$ cat config.mk
export PLATFORM = sky130hd
export DESIGN_NAME = weighted_rr_arbiter
export DESIGN_NICKNAME = d
export VERILOG_FILES = /design/src/rtl/weighted_rr_arbiter.sv
export SDC_FILE = /design/constraint.sdc
export NUM_CORES = 1
export LEC_CHECK = 0
export ABC_CLOCK_PERIOD_IN_PS = 2600
export CAP_MARGIN = 20
export CELL_PAD_IN_SITES_DETAIL_PLACEMENT = 1
export CELL_PAD_IN_SITES_GLOBAL_PLACEMENT = 1
export CORE_MARGIN = 2
export CORE_UTILIZATION = 30
export DETAILED_ROUTE_END_ITERATION = 6
export PLACE_DENSITY = 0.73
export SYNTH_ARGS = -nofsm -noshare
export SYNTH_HDL_FRONTEND = slang
export SYNTH_SLANG_ARGS = --single-unit
$ cat constraint.sdc
create_clock -name clk -period 2.6 [get_ports clk]
set_clock_uncertainty 0.15 [all_clocks]
set_input_delay 0.39 -clock clk [delete_from_list [all_inputs] [get_ports clk]]
set_output_delay 0.39 -clock clk [all_outputs]
set_load 0.02 [all_outputs]
$ cat src/rtl/weighted_rr_arbiter.sv
// Weighted round-robin arbiter: the owner keeps the grant for up to its weight in accepted beats, then the search resumes at owner+1.
// Grant latency is 1 cycle. Optional feature macro ARB_LOCK_EN adds a lock input that holds the tenure past exhaustion.
module weighted_rr_arbiter #(
  parameter int N        = 4,
  parameter int WEIGHT_W = 3
) (
  input  logic                  clk,
  input  logic                  rst_n,
  input  logic [N-1:0]          req,
  input  logic [N*WEIGHT_W-1:0] weight,
  input  logic                  gnt_ready,
`ifdef ARB_LOCK_EN
  input  logic [N-1:0]          lock,
`endif
  output logic [N-1:0]          gnt,
  output logic                  gnt_valid,
  output logic [$clog2(N)-1:0]  gnt_id
);

  localparam int IDW = $clog2(N);

  typedef enum logic {IDLE, GRANT} state_t;

  state_t              state_q, state_d;
  logic [IDW-1:0]      owner_q, owner_d;
  logic [IDW-1:0]      ptr_q, ptr_d;
  logic [WEIGHT_W-1:0] count_q, count_d;

  logic [WEIGHT_W-1:0] w_raw, eff_w, count_inc;
  logic                owner_req, beat, exhaust, tenure_end;
  logic [IDW-1:0]      owner_nxt, search_start, winner;

  function automatic logic [IDW-1:0] rr_pick(input logic [N-1:0] r, input logic [IDW-1:0] start);
    logic found;
    int   j;
    rr_pick = start;
    found   = 1'b0;
    for (int k = 0; k < N; k++) begin
      j = (int'(start) + k) % N;
      if (!found && r[j]) begin
        found   = 1'b1;
        rr_pick = IDW'(j);
      end
    end
  endfunction

  always_comb begin
    w_raw     = weight[int'(owner_q)*WEIGHT_W +: WEIGHT_W];
    eff_w     = (w_raw == '0) ? WEIGHT_W'(1) : w_raw;
    owner_req = req[owner_q];
    beat      = gnt_valid && gnt_ready && owner_req;
    // ">=" so that a weight lowered mid-tenure still ends it on the next beat
    exhaust   = beat && (({1'b0, count_q} + (WEIGHT_W+1)'(1)) >= {1'b0, eff_w});
    owner_nxt = (owner_q == IDW'(N-1)) ? '0 : owner_q + 1'b1;
`ifdef ARB_LOCK_EN
    tenure_end = (state_q == GRANT) &&
                 (!owner_req || (!lock[owner_q] && (exhaust || (count_q >= eff_w))));
    count_inc  = (beat && (count_q < eff_w)) ? count_q + 1'b1 : count_q;
`else
    tenure_end = (state_q == GRANT) && (!owner_req || exhaust);
    count_inc  = beat ? count_q + 1'b1 : count_q;
`endif
    // Starting at owner+1 puts the owner last, so it only wins again as the sole requester.
    search_start = (state_q == GRANT) ? owner_nxt : ptr_q;
    winner       = rr_pick(req, search_start);
  end

  always_ff @(posedge clk or negedge rst_n) begin
    if (!rst_n) begin
      state_q <= IDLE;
      owner_q <= '0;
      ptr_q   <= '0;
      count_q <= '0;
    end else begin
      state_q <= state_d;
      owner_q <= owner_d;
      ptr_q   <= ptr_d;
      count_q <= count_d;
    end
  end

  always_comb begin
    state_d = state_q;
    owner_d = owner_q;
    ptr_d   = ptr_q;
    count_d = count_q;
    case (state_q)
      IDLE: begin
        if (|req) begin
          state_d = GRANT;
          owner_d = winner;
          count_d = '0;
        end
      end
      GRANT: begin
        if (tenure_end) begin
          ptr_d   = owner_nxt;
          count_d = '0;
          if (|req) begin
            owner_d = winner;
          end else begin
            state_d = IDLE;
            owner_d = '0;
          end
        end else begin
          count_d = count_inc;
        end
      end
      default: state_d = IDLE;
    endcase
  end

  always_comb begin
    gnt       = '0;
    gnt_valid = (state_q == GRANT);
    gnt_id    = '0;
    if (state_q == GRANT) begin
      gnt[owner_q] = 1'b1;
      gnt_id       = owner_q;
    end
  end

endmodule

## After elaboration in Yosys (flattened, before gate mapping)

Index checks and enable logic that the tools add are counted.
Widths: inputs -> output; s select.

| word-level totals | value |
|---|---|
| register bits | 8 |
| input bits | 19 |
| output and inout bits | 7 |
| logic and storage cells | 85 |

| operators by class | value |
|---|---|
| add/subtract/negate cells | 6 |
| muxes and demuxes | 37 |
| order comparisons | 7 |
| shift-type cells | 1 |
| bitwise logic cells | 4 |
| reductions and logical operators | 21 |
| multipliers | 1 |
| equal/unequal tests | 4 |

Operators with widths:

| cell | number |
|---|---|
| $mux 2 | 9 |
| $mux 1 | 14 |
| $lt 3x4->1 const B | 3 |
| $mux 3 | 4 |
| $shiftx 12x5->3 | 1 |
| $bmux 1 s2 | 5 |
| $logic_and 1x1->1 | 8 |
| $lt 2x3->1 const B | 2 |
| $pmux 3 s2 | 1 |
| $reduce_and 2->1 | 3 |
| $reduce_or 2->1 | 3 |
| $add 2x1->2 const B | 2 |
| $add 2x2->2 const B | 2 |
| $add 3x1->4 const B | 1 |
| $ge 4x3->1 | 1 |
| $logic_not 1->1 | 4 |
| $mul 2x2->4 const B | 1 |
| $mux 4 | 1 |
| $pmux 2 s2 | 1 |
| $reduce_or 4->1 | 1 |
| $add 3x1->3 const B | 1 |
| $and 1x1->1 const A | 3 |
| $logic_not 3->1 | 1 |
| $ne 3x1->1 const B | 1 |
| 8 further kinds | 8 |

## Logic depth before layout (Yosys ltp)

| logic depth | value |
|---|---|
| word-level depth | 20 |
| gate-level depth with buffers | 9 |
| gate-level depth less buffers | 9 |

## Least setup slack after synthesis

No wires, ideal clock.

| timing | value |
|---|---|
| kind | register -> register |
| start | register owner_q[0] |
| end | register ptr_q[0] |
| buffers on the path | 1 |
| period minus slack after synthesis | 2.598 ns |
| stages on the path, launching flop included | 10 |
| setup slack | 0.002 ns |
| arrival | 2.320 ns |
| required time | 2.323 ns |
| library setup time | 0.127 ns |
| cells stage by stage | dfrtp_1 buf_6 mux4_1 o21bai_1 ha_1 nor3b_1 o21ai_0 nand2_1 a21bo_1 mux2_1 |

| between the ends | value |
|---|---|
| cells in the longest elaborated chain, start to end | 9 |
| elaborated cells on any way between the ends | 16 |
| classes of those cells | 1 x add/sub; 1 x mul; 1 x order compare; 1 x eq/ne; 1 x shift; 4 x mux; 7 x reduce/logical |

Ends and longest elaborated chain:

| what | RTL line | RTL |
|---|---|---|
| from (decl) | 25 | `logic [IDW-1:0] owner_q, owner_d;` |
| from (signal assigned) | 76 | `owner_q <= owner_d;` |
| $mul 2x2->4 | 48 | `w_raw = weight[int'(owner_q)*WEIGHT_W +: WEIGHT_W];` |
| $shiftx 12x5->3 | 48 |  |
| $logic_not 3->1 | 49 | `eff_w = (w_raw == '0) ? WEIGHT_W'(1) : w_raw;` |
| $mux 3 | 49 |  |
| $ge 4x3->1 | 53 | `exhaust = beat && (({1'b0, count_q} + (WEIGHT_W+1)'(1)) >= {1'b0, eff_w});` |
| $logic_and 1x1->1 | 53 |  |
| $logic_or 1x1->1 | 60 | `tenure_end = (state_q == GRANT) && (!owner_req \|\| exhaust);` |
| $logic_and 1x1->1 | 60 |  |
| $reduce_and 2->1 (no source line) | -- |  |
| to (signal assigned) | 77 | `ptr_q <= ptr_d;` |
| to (decl) | 26 | `logic [IDW-1:0] ptr_q, ptr_d;` |

Several ways; a longest one is shown, not always the timed one. The select of a mux whose other input is x is not followed.
A chain may end at the register's enable or synchronous reset.

## Worst setup path after layout

| timing | value |
|---|---|
| start | input weight[4] |
| end | register ptr_q[1] |

| between the ends | value |
|---|---|
| cells in the longest elaborated chain, start to end | 8 |

Ends and longest elaborated chain:

| what | RTL line | RTL |
|---|---|---|
| from (decl) | 10 | `input logic [N*WEIGHT_W-1:0] weight,` |
| $shiftx 12x5->3 (*) | 48 |  |
| $logic_not 3->1 | 49 |  |
| $mux 3 (*) | 49 |  |
| $ge 4x3->1 (*) | 53 |  |
| $logic_and 1x1->1 (*) | 53 |  |
| $logic_or 1x1->1 (*) | 60 |  |
| $logic_and 1x1->1 (*) | 60 |  |
| $reduce_and 2->1 (no source line) (*) | -- |  |

Every way passes the cells marked *; elsewhere a longest branch is shown, timed or not.

==> results.json <==
{
  "status": "complete, no violations",
  "peakVddDrop_mv": 0.475,
  "intPower_uw": 650,
  "clockPowerShare_pct": 8.2,
  "r2r_start": "owner_q[0]",
  "cap_violations": 0,
  "rrSetupSlack_ps": 70,
  "cp-start-kind": "input pin",
  "cts_root_buf": "clkbuf_4",
  "netlist_area_um2": 767,
  "tightestPinTransition_ps": 389,
  "n_antenna_cell": 0,
  "dr.pass1.iters": 1,
  "fin_crit_sh_pct": 97.9,
  "synth_ff_type": "dfrtp_1",
  "hp-class": "input pin to async pin",
  "syn_inst": 76,
  "antenna_found_initial": 0,
  "grt_overflow": 0,
  "power_density_mw_per_mm2": 967,
  "nNetsFinal": 136,
  "grt_setup_unrepaired": "yes",
  "min_period_ps": 2550,
  "wl_per_cell_um": 15.1,
  "port_buffers": 25,
  "dpl_worst_slack_ps": -379,
  "yosys_warnings": 0,
  "pwr-share-comb_pct": 72.0,
  "cts_tree": "built",
  "grt_max_degree": 14,
  "required_ps": 2580,
  "hpwl_mm": 1.72,
  "antenna_left": 0,
  "drt_iter0_drc": 0,
  "yosysSeqAreaShare_pct": 26.1,
  "critical_path_class": "input pin to flip-flop",
  "core-area_mm2": 0.00245,
  "p_seq_share_pct": 19.8,
  "leakage_nw": 0.599,
  "die_area_mm2": 0.00298,
  "path_max_fanout": 3,
  "final_cell_mix": "14 x clkdlybuf4s50_1, 11 x dlymetal6s2s_1, 8 x inv_1, 8 x ha_1, 7 x dfrtp_1",
  "fmax_mhz": 393,
  "dpl_cell_area_mm2": 0.00108,
  "io_pins": 26,
  "chipWidth_um": 54.6,
  "final_area_mm2": 0.00114,
  "finalWorstSetupSlack_ps": 53.7,
  "num_rows": 18,
  "setup_viol": 0,
  "synth-seq-cells": 8,
  "final_common_cell": "clkdlybuf4s50_1",
  "wl_mm": 2.07,
  "synth-edff-count": 0,
  "avgSynthCellArea_um2": 10.1,
  "drc_errors": 0,
  "cts_sinks": 8,
  "htreeDepth": 1,
  "slew_viol_final": 0,
  "area_delta_synth_final_pct": 48.3,
  "p_sw_share_pct": 40.9,
  "die_h_um": 54.6,
  "postSynth.asyncResetShare_pct": 100,
  "clockBufferDepth": 2,
  "hold_violations": 0,
  "grt_pass1_vias": 706,
  "reg2reg_depth": 8,
  "initial_core_util_pct": 31.2,
  "cts-buffers-inserted": 3,
  "drive_above_1_share_pct": 23.4,
  "clk_latency_ps": 250,
  "grt_first_pass_wirelength_mm": 2.98,
  "ys_types": 32,
  "arrival_ps": 2530,
  "crit_path_end_kind": "flip-flop",
  "startpoint": "weight[4]",
  "gp_congestion": 0.727,
  "grt_usage_pct": 14.2,
  "vias": 687,
  "clkTransAtPathRegs_ps": 50,
  "slew_headroom_pct": 73.4,
  "via_per_inst": 5.01,
  "syn_nets": 103,
  "p_sw_uw": 450
}
## worst paths after layout
path / to
max in group asynchronous: owner_q[0]
hold / removal: ptr_q[1]
min in group clk: ptr_q[0]
setup reg to reg: ptr_q[1]
hold reg to reg: ptr_q[0]
setup / recovery: ptr_q[1]
## layout make-up
type | count | area [um2]
multi-input cells | 58 | 531
well taps | 30 | 37.5
repair buffers | 30 | 315
clock buffers | 3 | 22.5
fillers | 286 | 1320
flip-flops and latches | 8 | 201
inverters | 8 | 30.0
## Yosys cell counts (3+ instances only)
| cell | number | area share (%) |
|---|---|---|
| ha_1 | 8 | 13 |
| mux4_1 | 3 | 10 |
| inv_1 | 8 | 3.9 |
| o21ai_0 | 5 | 3.3 |
| nand2_1 | 5 | 2.4 |
| and2_1 | 5 | 4.1 |
| dfrtp_1 | 8 | 26 |
## sequential cells by signal, summed over array words and instances (netlist names)
signal / cells
ptr_q: 2
owner_q: 2
gnt_valid: 1
count_q: 3
## kinds of logic (layout without fill, tap and decap cells)
family	Yosys count	in the layout	synth area share [%]
compound gates	17	17	15.2
simple gates	24	24	19.1
flops	8	8	26.1
fa+ha+maj	8	8	13.1
mux	9	9	20.7
buf+inv	10	41	5.87
## stage by stage
stage                     TNS (ps)  util [%]  std cells  hold slack, ps  power [mW]
after floorplan                  0         -         76           -55.6       0.694
after global placement       -1770      43.9        134             342       0.928
after detailed placement     -2060      43.9        134             364       0.953
after CTS                        0      44.7        137             278        1.06
after global routing          -163      46.3        137             298        1.21
final                            0      46.3        137             278        1.10
## power by group through the flow
| stage | logic (mW) | registers, mW | clock network, mW |
|---|---|---|---|
| 5_1_grt | 0.885 | 0.224 | 0.101 |
| 2_1_floorplan | 0.488 | 0.206 | 0 |
| 3_3_place_gp | 0.718 | 0.210 | 0 |
| 6_report | 0.792 | 0.218 | 0.0902 |
| 4_1_cts | 0.747 | 0.215 | 0.0973 |
| 3_5_place_dp | 0.739 | 0.215 | 0 |
## worst max-delay path, stage by stage
cell and delay [ps]:
clkdlybuf4s50_1 400, mux4_2 460, o21bai_1 160, ha_1 260, nor3b_2 220, o21ai_2 110
nand2_1 70, a21bo_1 160, mux2_4 310
## routing by layer
layer | routed length [um] | vias to the layer above | global-route usage [%] | share of wire [%]
met1 | 847 | 332 | 14.4 | 41
li1 | - | 341 | - | -
met2 | 1180 | 12 | 29.1 | 57
met5 | 0 | - | 0 | 0
met3 | 29 | 2 | 1.64 | 1.4
met4 | 12 | 0 | 5.00 | 0.58
## repair_timing
item / 4_1_cts / 5_1_grt
buffers inserted: 0 / 0
resized for setup: 3 / 18
pin swaps: 2 / 6
setup endpoints to repair: 5 / 4
cloned: 0 / 0
hold buffers: 0 / 0
(Power assumes the default switching activity.)
